**config.mk**
```make
export PLATFORM = sky130hd
export DESIGN_NAME = draw_rect_fill
export DESIGN_NICKNAME = d
export VERILOG_FILES = /design/src/rtl/draw_pkg.sv /design/src/rtl/draw_pixel_op.sv /design/src/rtl/draw_rect_fill.sv
export SDC_FILE = /design/constraint.sdc
export NUM_CORES = 1
export LEC_CHECK = 0
export BUFFER_PORTS_ARGS = -buffer_cell sky130_fd_sc_hd__buf_2
export CAP_MARGIN = 25
export CORE_MARGIN = 1.5
export CORE_UTILIZATION = 35
export CTS_CLUSTER_SIZE = 16
export DETAILED_ROUTE_END_ITERATION = 6
export HOLD_SLACK_MARGIN = 0.08
export PLACE_DENSITY = 0.55
export SYNTH_ARGS = -nofsm -noshare
export SYNTH_HDL_FRONTEND = slang
export SYNTH_SLANG_ARGS = --single-unit
```
**constraint.sdc**
```tcl
create_clock -name i_clock -period 18.6 [get_ports i_clock]
set_input_delay 0.93 -clock i_clock [delete_from_list [all_inputs] [get_ports i_clock]]
set_output_delay 0.93 -clock i_clock [all_outputs]
set_load 0.05 [all_outputs]
```
**src/rtl/draw_pkg.sv**
```systemverilog
// Shared definitions for the drawing engines: pixel modes, ARGB channel layout, FSM states
// and the per-channel alpha blend used by draw_pixel_op.
package draw_pkg;

  localparam logic [1:0] MODE_SOLID = 2'd0;
  localparam logic [1:0] MODE_BLEND = 2'd1;
  localparam logic [1:0] MODE_XOR   = 2'd2;
  localparam logic [1:0] MODE_CHECK = 2'd3;

  localparam int unsigned CH_W     = 8;
  localparam int unsigned CH_A_LSB = 24;
  localparam int unsigned CH_R_LSB = 16;
  localparam int unsigned CH_G_LSB = 8;
  localparam int unsigned CH_B_LSB = 0;

  typedef enum logic [2:0] {
    StIdle,
    StClip,
    StLaunch,
    StWait,
    StFinish
  } draw_state_e;

  // The +255 bias makes alpha 0 and 255 return the old and new channel exactly.
  function automatic logic [CH_W-1:0] blend_ch(input logic [CH_W-1:0] old_c,
                                               input logic [CH_W-1:0] a_c,
                                               input logic [CH_W-1:0] alpha);
    logic [16:0] acc;
    acc = 17'(old_c) * 17'(8'hFF - alpha) + 17'(a_c) * 17'(alpha) + 17'd255;
    return 8'(acc >> 8);
  endfunction

endpackage

```
**src/rtl/draw_pixel_op.sv**
```systemverilog
// Combinational per-pixel colour operator: solid, alpha blend, XOR or checkerboard.
module draw_pixel_op
  import draw_pkg::*;
#(
  parameter int unsigned COORD_W    = 16,
  parameter int unsigned COLOUR_W   = 32,
  parameter int unsigned CHECK_LOG2 = 3
) (
  input  logic [1:0]          i_mode,
  input  logic [COLOUR_W-1:0] i_colour_a,
  input  logic [COLOUR_W-1:0] i_colour_b,
  input  logic [COORD_W-1:0]  i_x,
  input  logic [COORD_W-1:0]  i_y,
  input  logic [COLOUR_W-1:0] i_old,
  output logic [COLOUR_W-1:0] o_new
);

  logic [CH_W-1:0]     w_alpha;
  logic [COLOUR_W-1:0] w_blend;
  logic                w_tile_b;
  logic                w_unused_xy;

  assign w_alpha  = i_colour_a[CH_A_LSB +: CH_W];
  assign w_tile_b = i_x[CHECK_LOG2] ^ i_y[CHECK_LOG2];
  // Only the tile-select bit of each coordinate matters here.
  assign w_unused_xy = ^{i_x, i_y};

  always_comb begin
    w_blend = '0;
    w_blend[CH_A_LSB +: CH_W] = 8'hFF;
    w_blend[CH_R_LSB +: CH_W] = blend_ch(i_old[CH_R_LSB +: CH_W],
                                         i_colour_a[CH_R_LSB +: CH_W], w_alpha);
    w_blend[CH_G_LSB +: CH_W] = blend_ch(i_old[CH_G_LSB +: CH_W],
                                         i_colour_a[CH_G_LSB +: CH_W], w_alpha);
    w_blend[CH_B_LSB +: CH_W] = blend_ch(i_old[CH_B_LSB +: CH_W],
                                         i_colour_a[CH_B_LSB +: CH_W], w_alpha);
  end

  always_comb begin
    o_new = i_colour_a;
    unique case (i_mode)
      MODE_SOLID: o_new = i_colour_a;
      MODE_BLEND: o_new = w_blend;
      MODE_XOR:   o_new = i_old ^ i_colour_a;
      MODE_CHECK: o_new = w_tile_b ? i_colour_b : i_colour_a;
    endcase
  end

endmodule

```
**src/rtl/draw_rect_fill.sv**
```systemverilog
// Rectangle fill engine: accepts a command, clips it to the screen and drives one
// read-modify-write region on the SDRAM interface with a per-pixel colour operator.
module draw_rect_fill
  import draw_pkg::*;
#(
  parameter int unsigned COORD_W    = 16,
  parameter int unsigned COLOUR_W   = 32,
  parameter int unsigned SCREEN_W   = 640,
  parameter int unsigned SCREEN_H   = 480,
  parameter int unsigned CHECK_LOG2 = 3
) (
  input  logic                i_clock,
  input  logic                i_reset_n,
  input  logic                i_cmd_valid,
  output logic                o_cmd_ready,
  input  logic [COORD_W-1:0]  i_cmd_x,
  input  logic [COORD_W-1:0]  i_cmd_y,
  input  logic [COORD_W-1:0]  i_cmd_w,
  input  logic [COORD_W-1:0]  i_cmd_h,
  input  logic [1:0]          i_cmd_mode,
  input  logic [COLOUR_W-1:0] i_cmd_colour_a,
  input  logic [COLOUR_W-1:0] i_cmd_colour_b,
  output logic                o_busy,
  output logic                o_done,
  output logic                o_screen_start,
  output logic [COORD_W-1:0]  o_screen_x_min,
  output logic [COORD_W-1:0]  o_screen_y_min,
  output logic [COORD_W-1:0]  o_screen_x_range,
  output logic [COORD_W-1:0]  o_screen_y_range,
  input  logic [COORD_W-1:0]  i_screen_x,
  input  logic [COORD_W-1:0]  i_screen_y,
  input  logic [COLOUR_W-1:0] i_old_screen_colour,
  output logic [COLOUR_W-1:0] o_new_screen_colour,
  input  logic                i_screen_done
);

  localparam logic [COORD_W:0] ScreenWExt = (COORD_W + 1)'(SCREEN_W);
  localparam logic [COORD_W:0] ScreenHExt = (COORD_W + 1)'(SCREEN_H);

  draw_state_e         r_state, w_state_nxt;
  logic [COORD_W-1:0]  r_x, r_y, r_w, r_h;
  logic [1:0]          r_mode;
  logic [COLOUR_W-1:0] r_colour_a, r_colour_b;
  logic [COORD_W-1:0]  r_x_min, r_y_min, r_x_range, r_y_range;

  logic [COORD_W:0]    w_x_sum, w_y_sum, w_x_end, w_y_end;
  logic                w_empty;

  // Sums carry one extra bit so a large origin + size cannot wrap below the screen edge.
  always_comb begin
    w_x_sum = {1'b0, r_x} + {1'b0, r_w};
    w_y_sum = {1'b0, r_y} + {1'b0, r_h};
    w_x_end = (w_x_sum > ScreenWExt) ? ScreenWExt : w_x_sum;
    w_y_end = (w_y_sum > ScreenHExt) ? ScreenHExt : w_y_sum;
    w_empty = ({1'b0, r_x} >= ScreenWExt) || ({1'b0, r_y} >= ScreenHExt) ||
              (r_w == '0) || (r_h == '0);
  end

  always_comb begin
    w_state_nxt = r_state;
    unique case (r_state)
      StIdle:   if (i_cmd_valid) w_state_nxt = StClip;
      StClip:   w_state_nxt = w_empty ? StFinish : StLaunch;
      StLaunch: w_state_nxt = StWait;
      StWait:   if (i_screen_done) w_state_nxt = StFinish;
      StFinish: w_state_nxt = StIdle;
      default:  w_state_nxt = StIdle;
    endcase
  end

  always_ff @(posedge i_clock or negedge i_reset_n) begin
    if (!i_reset_n) begin
      r_state <= StIdle;
    end else begin
      r_state <= w_state_nxt;
    end
  end

  always_ff @(posedge i_clock or negedge i_reset_n) begin
    if (!i_reset_n) begin
      r_x        <= '0;
      r_y        <= '0;
      r_w        <= '0;
      r_h        <= '0;
      r_mode     <= MODE_SOLID;
      r_colour_a <= '0;
      r_colour_b <= '0;
    end else if (r_state == StIdle && i_cmd_valid) begin
      r_x        <= i_cmd_x;
      r_y        <= i_cmd_y;
      r_w        <= i_cmd_w;
      r_h        <= i_cmd_h;
      r_mode     <= i_cmd_mode;
      r_colour_a <= i_cmd_colour_a;
      r_colour_b <= i_cmd_colour_b;
    end
  end

  always_ff @(posedge i_clock or negedge i_reset_n) begin
    if (!i_reset_n) begin
      r_x_min   <= '0;
      r_y_min   <= '0;
      r_x_range <= '0;
      r_y_range <= '0;
    end else if (r_state == StClip && !w_empty) begin
      r_x_min   <= r_x;
      r_y_min   <= r_y;
      r_x_range <= COORD_W'(w_x_end - {1'b0, r_x});
      r_y_range <= COORD_W'(w_y_end - {1'b0, r_y});
    end
  end

  assign o_cmd_ready      = (r_state == StIdle);
  assign o_busy           = (r_state != StIdle);
  assign o_done           = (r_state == StFinish);
  assign o_screen_start   = (r_state == StLaunch);
  assign o_screen_x_min   = r_x_min;
  assign o_screen_y_min   = r_y_min;
  assign o_screen_x_range = r_x_range;
  assign o_screen_y_range = r_y_range;

  draw_pixel_op #(
    .COORD_W    (COORD_W),
    .COLOUR_W   (COLOUR_W),
    .CHECK_LOG2 (CHECK_LOG2)
  ) u_pixel_op (
    .i_mode     (r_mode),
    .i_colour_a (r_colour_a),
    .i_colour_b (r_colour_b),
    .i_x        (i_screen_x),
    .i_y        (i_screen_y),
    .i_old      (i_old_screen_colour),
    .o_new      (o_new_screen_colour)
  );

endmodule

```
======== Word-level counts from Yosys, hierarchy flattened ========
Cells that the tools add are included.
W data, S select, Z words.
storage, ports and cells
  register bits after elaboration ......... 197
  input port bits ......................... 198
  output and inout port bits .............. 100
  logic and storage cells ................. 64
cells by class
  add/subtract/negate cells ............... 11
  $mul .................................... 6
  magnitude comparators ................... 4
  equal/unequal tests ..................... 9
  mux-type cells .......................... 8
  bitwise operators ....................... 2
  reductions and logical operators ........ 12
operators with widths
  cell                     number
  $pmux W32 S4             1
  $mul A8 B17 Y16          3
  $add A16 B16 Y16         3
  $add A16 B8 Y16 const B  3
  $mul A8 B8 Y16           3
  $add A16 B16 Y17         2
  $logic_not A16 Y1        2
  $mux W16                 2
  $mux W32                 1
  $sub A16 B16 Y16         2
  $xor A32 B32 Y32         1
  $gt A17 B10 Y1 const B   1
  $gt A17 B9 Y1 const B    1
  $ge A16 B10 Y1 const B   1
  $ge A16 B9 Y1 const B    1
  $pmux W3 S4              1
  $mux W3                  3
  $sub A8 B8 Y9 const A    1
  $eq A3 B2 Y1 const B     2
  $eq A2 B2 Y1 const B     2
  $ne A2 B2 Y1 const B     2
  $eq A3 B1 Y1 const B     1
  $eq A3 B3 Y1 const B     1
  $logic_not A3 Y1         1
  other kinds (8)          11

======== Logic depth before layout (Yosys ltp) ========
Gate-level depths: netlist of the first run.
  depth in word-level cells ............... 6
  mapped depth ............................ 24
  mapped depth without buffers ............ 24

======== Hierarchy ========
From an unflattened synthesis of the first run, not the netlist that was laid out.
second synthesis, totals
  cell total of the unflattened synthesis .. 2,812
  area, all modules ....................... 25,426.9 sq um
by module, submodules not included
  module          instances  cells an instance  area each (sq um)  seq. area each (sq um)
  draw_pixel_op   1          1,788              14,792.9           0.0
  draw_rect_fill  1          1,024              10,633.9           4,929.7

======== Least setup slack after synthesis of the first run ========
No wires, ideal clock.
  path kind ............................... register -> output
  start ................................... reg r_colour_a[24]
  end ..................................... out o_new_screen_colour[7]
  arrival time ............................ 7.010 ns
  data required time ...................... 17.670 ns
  path slack .............................. 10.660 ns
  stages on the path, launching flop included .. 23
  buffers on the path ..................... 2
  path through ............................ dfrtp_1 > clkbuf_1 > clkbuf_1 > nand2_1 > fa_1 > inv_1 > ha_1 > fa_1 > fa_1 > fa_1 > inv_1 > fa_1 > inv_1 > ha_1 > a21o_1 > a21o_1 > a21o_1 > a21oi_1 > o21ai_0 > o41ai_1 > o21ai_0 > xnor2_1 > o31ai_1
between the ends
  cells in the longest elaborated chain, start to end .. 5
  elaborated cells on any way between the ends .. 6
  classes of those cells .................. add/sub (3); mul (2); mux (1)
RTL lines
  item                    line                  source
  from (decl)             draw_rect_fill.sv:43  logic [COLOUR_W-1:0] r_colour_a, r_colour_b;
  from (signal assigned)  draw_rect_fill.sv:94  r_colour_a <= i_cmd_colour_a;
  $sub A8 B8 Y9           draw_pkg.sv:29        acc = 17'(old_c) * 17'(8'hFF - alpha) + 17'(a_c) * 17'(alpha) + 17'd255;
  $mul A8 B17 Y16         draw_pkg.sv:29
  $add A16 B16 Y16 (*)    draw_pkg.sv:29
  $add A16 B8 Y16 (*)     draw_pkg.sv:29
  $pmux W32 S4 (*)        draw_pixel_op.sv:41   unique case (i_mode)
  to (decl)               draw_rect_fill.sv:33  output logic [COLOUR_W-1:0] o_new_screen_colour,
Mark *: on every way between the ends. The rest lies on a longest branch, timed or not.

======== Worst setup path in the final report of the first run ========
  start ................................... reg r_colour_a[24]
  end ..................................... out o_new_screen_colour[15]
Same word-level chain as after synthesis.

==> flow_summary.ini, run 1 <==
[route]
drt_iter0_markers = 895
vias_per_cell = 4.90
wl_per_cell_microns = 17.7
drt-pass1-iter-count = 5
ant_nets = 0
route.detailed.drc = 0
wirelength_microns = 68300
routed-via-count = 18903

[cts]
clock_latency_ps = 510
path_clk_slew_ps = 90
cts_setup_buffers = 0
clkSinkCount = 197
cts_buffers = 17
cts_max_level = 4
ctsResizeCount = 0
cts_tree = yes
cts.path.max_buffers = 2
cts-root-buf = clkbuf_16
hold_buffers = 0

[setup_path]
cp_max_fo = 32
arrival_ps = 7940
path_class = flip-flop to output pin
critical_path_required_ps = 17670
start_kind = flip-flop
endpoint_kind = output pin

[floorplan]
core_sq_um = 69900
die_x_microns = 269
dieArea_sq_um = 72200
std_cell_rows = 97
io_pins = 298
initial_core_util = 0.353
die_y_microns = 269

[run]
drv_cap = 0

[synthesis]
synthArstFlopShare = 1.00
synth-edff-count = 0
syn_avg_cell_area_sq_um = 9.10
syn_area_sq_um = 24700
yosysSeqAreaShare = 0.200
netlist_instances = 2714
ys_seq_elements = 197
ys_types = 81
yosys_warnings = 0
ys.flop_type = dfrtp_1

[place]
dp_hpwl_microns = 51100
gp_congestion = 0.843
numPortBuffers = 267

[global_routing]
grt_antenna_before_repair = 23
met2_usage = 0.321
overflow = 0
track_usage = 0.196
met3_usage = 0.0466
grt_max_degree = 95
use_met1 = 0.263
top_usage_layer = met2
first_global_vias = 19421
grt_first_pass_wirelength_microns = 109000

[timing]
skew_ps = 20.5
report.final.slew_viol_count = 0
period_minus_slack_ps = 8870
slew_headroom = 0.332
max_freq_ghz = 0.113
setup_tns_ps = 0
worst_pin_slew_ps = 1000
setup_viol = 0
rsz0062_at_grt = false
finalHoldViolCount = 0
post-route-period-util = 0.477

[worst_hold_path]
hp-class = input pin to async pin

[finish]
layout_common_cells = inv_1, fa_1, nand2_1
reg_top3 = r_colour_a (32), r_colour_b (32)
register_area_sq_um = 4940
area_growth_pct = 11.5
final_nets = 3629
layout_commonest_cell = inv_1
multi_input_area_sq_um = 17600
drive_gt1_frac = 0.154
fillCellCount = 7162

[status]
status = finished clean
## final timing paths
path	from	end	slack [ps]	cells past startpoint
setup / recovery	r_colour_a[24]$_DFFE_PN0P_	o_new_screen_colour[15]	9730	22
hold / removal	i_reset_n	o_screen_x_range[7]$_DFFE_PN0P_	440	1
setup reg to reg	r_x[1]$_DFFE_PN0P_	o_screen_x_range[12]$_DFFE_PN0P_	12260	23
hold reg to reg	o_screen_x_min[2]$_DFFE_PN0P_	o_screen_x_min[2]$_DFFE_PN0P_	490	2
max in group asynchronous	i_reset_n	r_mode[0]$_DFFE_PN0P_	16860	2
min in group i_clock	o_screen_x_min[2]$_DFFE_PN0P_	o_screen_x_min[2]$_DFFE_PN0P_	490	2
## cells by family (layout without fill, tap and decap cells)
logic type,count (synthesis),in the layout,share of synthesized area
and+or+nand+nor,837,837,0.174
buffers and inverters,581,769,0.0900
adders and majority gates,532,532,0.364
AOI/OAI and AO/OA,424,424,0.113
DFF,197,197,0.200
muxes,90,90,0.0410
xor gates and xnor gates,52,52,0.0184
other,1,17,0.000152
## routing by layer
metal,share of wire,routed length [microns]
met1,0.46,31200
met2,0.46,31700
met3,0.061,4160
met4,0.015,1020
met5,0.0027,181
## cell type report
cell class | count | area share
Tap cell | 940 | 0.0427
Clock buffer | 18 | 0.0156
Multi-Input combinational cell | 1946 | 0.639
Antenna cell | 6 | 0.000545
Sequential cell | 197 | 0.179
Timing Repair Buffer | 286 | 0.0545
Inverter | 451 | 0.0614
Clock inverter | 14 | 0.00645
## synth_stat cells, types with 7 or more instances
cell type	n	area, sq um
nand4_1	13	81.3
xnor2_1	31	272
and3_1	9	56.3
a211oi_1	48	360
a21o_1	30	225
nor2_1	69	259
nand3_1	26	130
a22o_1	9	78.8
a32o_1	11	110
o211ai_1	7	52.6
nor3_1	34	170
inv_1	451	1690
o21ai_0	132	661
a31oi_1	7	43.8
nor4_1	15	93.8
clkbuf_1	115	432
a21oi_1	69	345
o21a_1	14	105
o31ai_1	21	158
dfrtp_1	197	4930
and2_1	110	688
nand2_1	299	1120
nand2b_1	108	676
fa_1	310	6210
or3_1	12	75.1
xor2_1	21	184
nor2b_1	106	663
o21bai_1	10	75.1
buf_1	9	33.8
mux2_2	90	1010
ha_1	222	2780
## per-stage QoR
step	hold slack (ps)	instances	util	instance area (sq um)	setup WS (ps)
after detailed placement	465	3819	0.385	26900	10190
after global placement	460	3819	0.385	26900	10240
final	438	3858	0.394	27600	9730
after CTS	465	3851	0.394	27500	9610
after global routing	491	3854	0.394	27500	9320
after floorplan	481	2724	-	24700	10660
## critical path, cell delays in order (launching register included)
cell,delay (ps)
dfrtp_2,660
buf_4,460
nand2_1,150
fa_1,580
inv_1,50
ha_1,300
fa_1,570
fa_1,440
fa_1,490
inv_1,50
fa_1,470
inv_1,40
ha_1,260
a21o_1,160
a21o_1,170
a21o_1,170
a21oi_1,260
o21ai_0,300
o41a_1,450
a31oi_1,340
xnor2_1,130
o31ai_1,520
buf_2,370
Power of run 1 is not shown: default switching activity piles up to over one toggle a cycle in this logic, so the estimate is an artifact.
==> run 2, diff against run 1 <==
--- a/config.mk
+++ b/config.mk
@@ -5,6 +5,7 @@
 export SDC_FILE = /design/constraint.sdc
 export NUM_CORES = 1
 export LEC_CHECK = 0
+export ABC_AREA = 1
 export BUFFER_PORTS_ARGS = -buffer_cell sky130_fd_sc_hd__buf_2
 export CAP_MARGIN = 25
 export CORE_MARGIN = 1.5
==> constraint.sdc (replaced) <==
create_clock -name i_clock -period 8.5 [get_ports i_clock]
set_input_delay 0.425 -clock i_clock [delete_from_list [all_inputs] [get_ports i_clock]]
set_output_delay 0.425 -clock i_clock [all_outputs]
set_load 0.05 [all_outputs]
==> flow_summary.ini, run 2 <==
[setup_path]
arrival_ps = 6900
crit_top_cell = fa_1
start_kind = flip-flop
critical_path_required_ps = 8080
r2r_cells = 29
cp_max_fo = 12
critPathBufInv = 7
cpPeakStageDelay_ps = 560
endpoint_kind = output pin
crit-reg2reg-capture = o_screen_x_range[12]$_DFFE_PN0P_
path_class = flip-flop to output pin
rr_startpoint = r_x[0]$_DFFE_PN0P_
cp_top_family = adder cells
slowest_stage = fa_1
r2r_slack_ps = 3690

[timing]
slew_headroom = 0.387
skew_ps = 23.5
period_minus_slack_ps = 7320
setup_viol = 0
holdWs_ps = 143
finalHoldViolCount = 0
setup_ws_ps = 1180
worst_pin_slew_ps = 918
max_freq_ghz = 0.137
setup_tns_ps = 0
report.final.slew_viol_count = 0
rsz0062_at_grt = false
post-route-period-util = 0.862

[place]
gp_congestion = 0.906
dp_hpwl_microns = 58200
dpl_cell_area_sq_um = 27200
post-place-ws_ps = 1650
numPortBuffers = 267

[floorplan]
std_cell_rows = 97
die_x_microns = 269
dieArea_sq_um = 72500
core_sq_um = 70000
initial_core_util = 0.354
die_y_microns = 269
io_pins = 298

[route]
wirelength_microns = 74200
vias_per_cell = 4.77
ant_nets = 0
route.detailed.drc = 0
drt_iter0_markers = 1198
routed-via-count = 20670
wl_per_cell_microns = 17.1
drt-pass1-iter-count = 5

[finish]
layout_common_cells = nand2_1, inv_1, fa_1
area_growth_pct = 12.2
final_nets = 4103
drive_gt1_frac = 0.131
final_area_sq_um = 27800
reg_top3 = r_colour_a (32), r_colour_b (32)
layout_commonest_cell = nand2_1

[worst_hold_path]
hold_start = i_screen_done
hold_path_depth = 2
hp-class = input pin to flip-flop
holdPathEnd = r_state[0]$_DFFE_PN0P_

[cts]
cts_max_level = 4
clock_latency_ps = 500
cts_buffers = 17
cts_tree = yes
cts_setup_buffers = 0
path_clk_slew_ps = 80
cts.path.max_buffers = 2
cts-root-buf = clkbuf_16
ctsResizeCount = 0
hold_buffers = 1
clkSinkCount = 197

[status]
status = finished clean

[synthesis]
syn_avg_cell_area_sq_um = 7.83
ys.flop_type = dfrtp_1
synth_top_cell_area_share = 0.250
yosysSeqAreaShare = 0.199
netlist_instances = 3168
synth_area_leader_cell = fa_1
yosys_warnings = 0
synth_most_common_cell = nand2_1
ys_seq_elements = 197
synthArstFlopShare = 1.00
synth-edff-count = 0
ys_top_cells_by_count = nand2_1, inv_1, fa_1, nor2_1, ha_1
synthTopCellsByArea = fa_1, dfrtp_1, ha_1, nand2_1, inv_1
ys_types = 51
syn_area_sq_um = 24800

[global_routing]
grt_first_pass_wirelength_microns = 119000
grt_antenna_before_repair = 26
first_global_vias = 20894
overflow = 0
track_usage = 0.210
grt_max_degree = 131

[run]
drv_cap = 0
## run 2: cell types whose count changed after synthesis, moves of 24 or more
cell      previous run  this run
a211oi_1            48         3
o21ai_0            132        87
nor2_1              69       273
nand3_1             26       104
a21o_1              30         6
nand2b_1           108         0
inv_1              451       680
mux2_2              90        64
nor2b_1            106         0
and2_1             110         3
nand2_1            299       732
a21oi_1             69       155
## run 2: worst max path at each step
stage                                           from                       to  cells after the start
final                     r_colour_a[29]$_DFFE_PN0P_  o_new_screen_colour[14]                     27
after global routing      r_colour_a[29]$_DFFE_PN0P_  o_new_screen_colour[15]                     29
after CTS                 r_colour_a[29]$_DFFE_PN0P_  o_new_screen_colour[14]                     27
after detailed placement  r_colour_a[29]$_DFFE_PN0P_  o_new_screen_colour[14]                     27
after global placement    r_colour_a[29]$_DFFE_PN0P_  o_new_screen_colour[14]                     27
after floorplan           r_colour_a[25]$_DFFE_PN0P_  o_new_screen_colour[14]                     27
## run 2: final cells by class
| cell class | count | area [sq um] |
|---|---|---|
| clock inverter | 15 | 184 |
| sequential | 197 | 4930 |
| clock buffer | 17 | 425 |
| antenna | 5 | 12.5 |
| timing repair buffer | 294 | 1620 |
| inverter | 688 | 2580 |
| tap | 940 | 1180 |
| multi-input combinational | 2175 | 16900 |
| fill | 7328 | 42200 |
## run 2: logic make-up after synthesis
group / Yosys count / share of synthesized area
buffers and inverters: 806 / 0.122
muxes: 64 / 0.0291
other: 1 / 0.000151
xor gates and xnor gates: 31 / 0.0109
and+or+nand+nor: 1206 / 0.200
DFF: 197 / 0.199
AOI/OAI and AO/OA: 331 / 0.0769
adders and majority gates: 532 / 0.362
## run 2: per-stage QoR
step,util,instances
5_1_grt,0.397,4326
2_1_floorplan,-,3178
3_5_place_dp,0.388,4293
6_report,0.397,4331
4_1_cts,0.397,4326
3_3_place_gp,0.387,4290
## run 2: routing by layer
layer | share of wire | GRT usage | vias to the layer above
li1 | - | - | 10064
met1 | 0.45 | 0.283 | 9972
met3 | 0.080 | 0.0604 | 91
met5 | 0.0032 | 0 | -
met2 | 0.45 | 0.335 | 505
met4 | 0.017 | 0.0446 | 38
Power of run 2 is left out for the same reason.
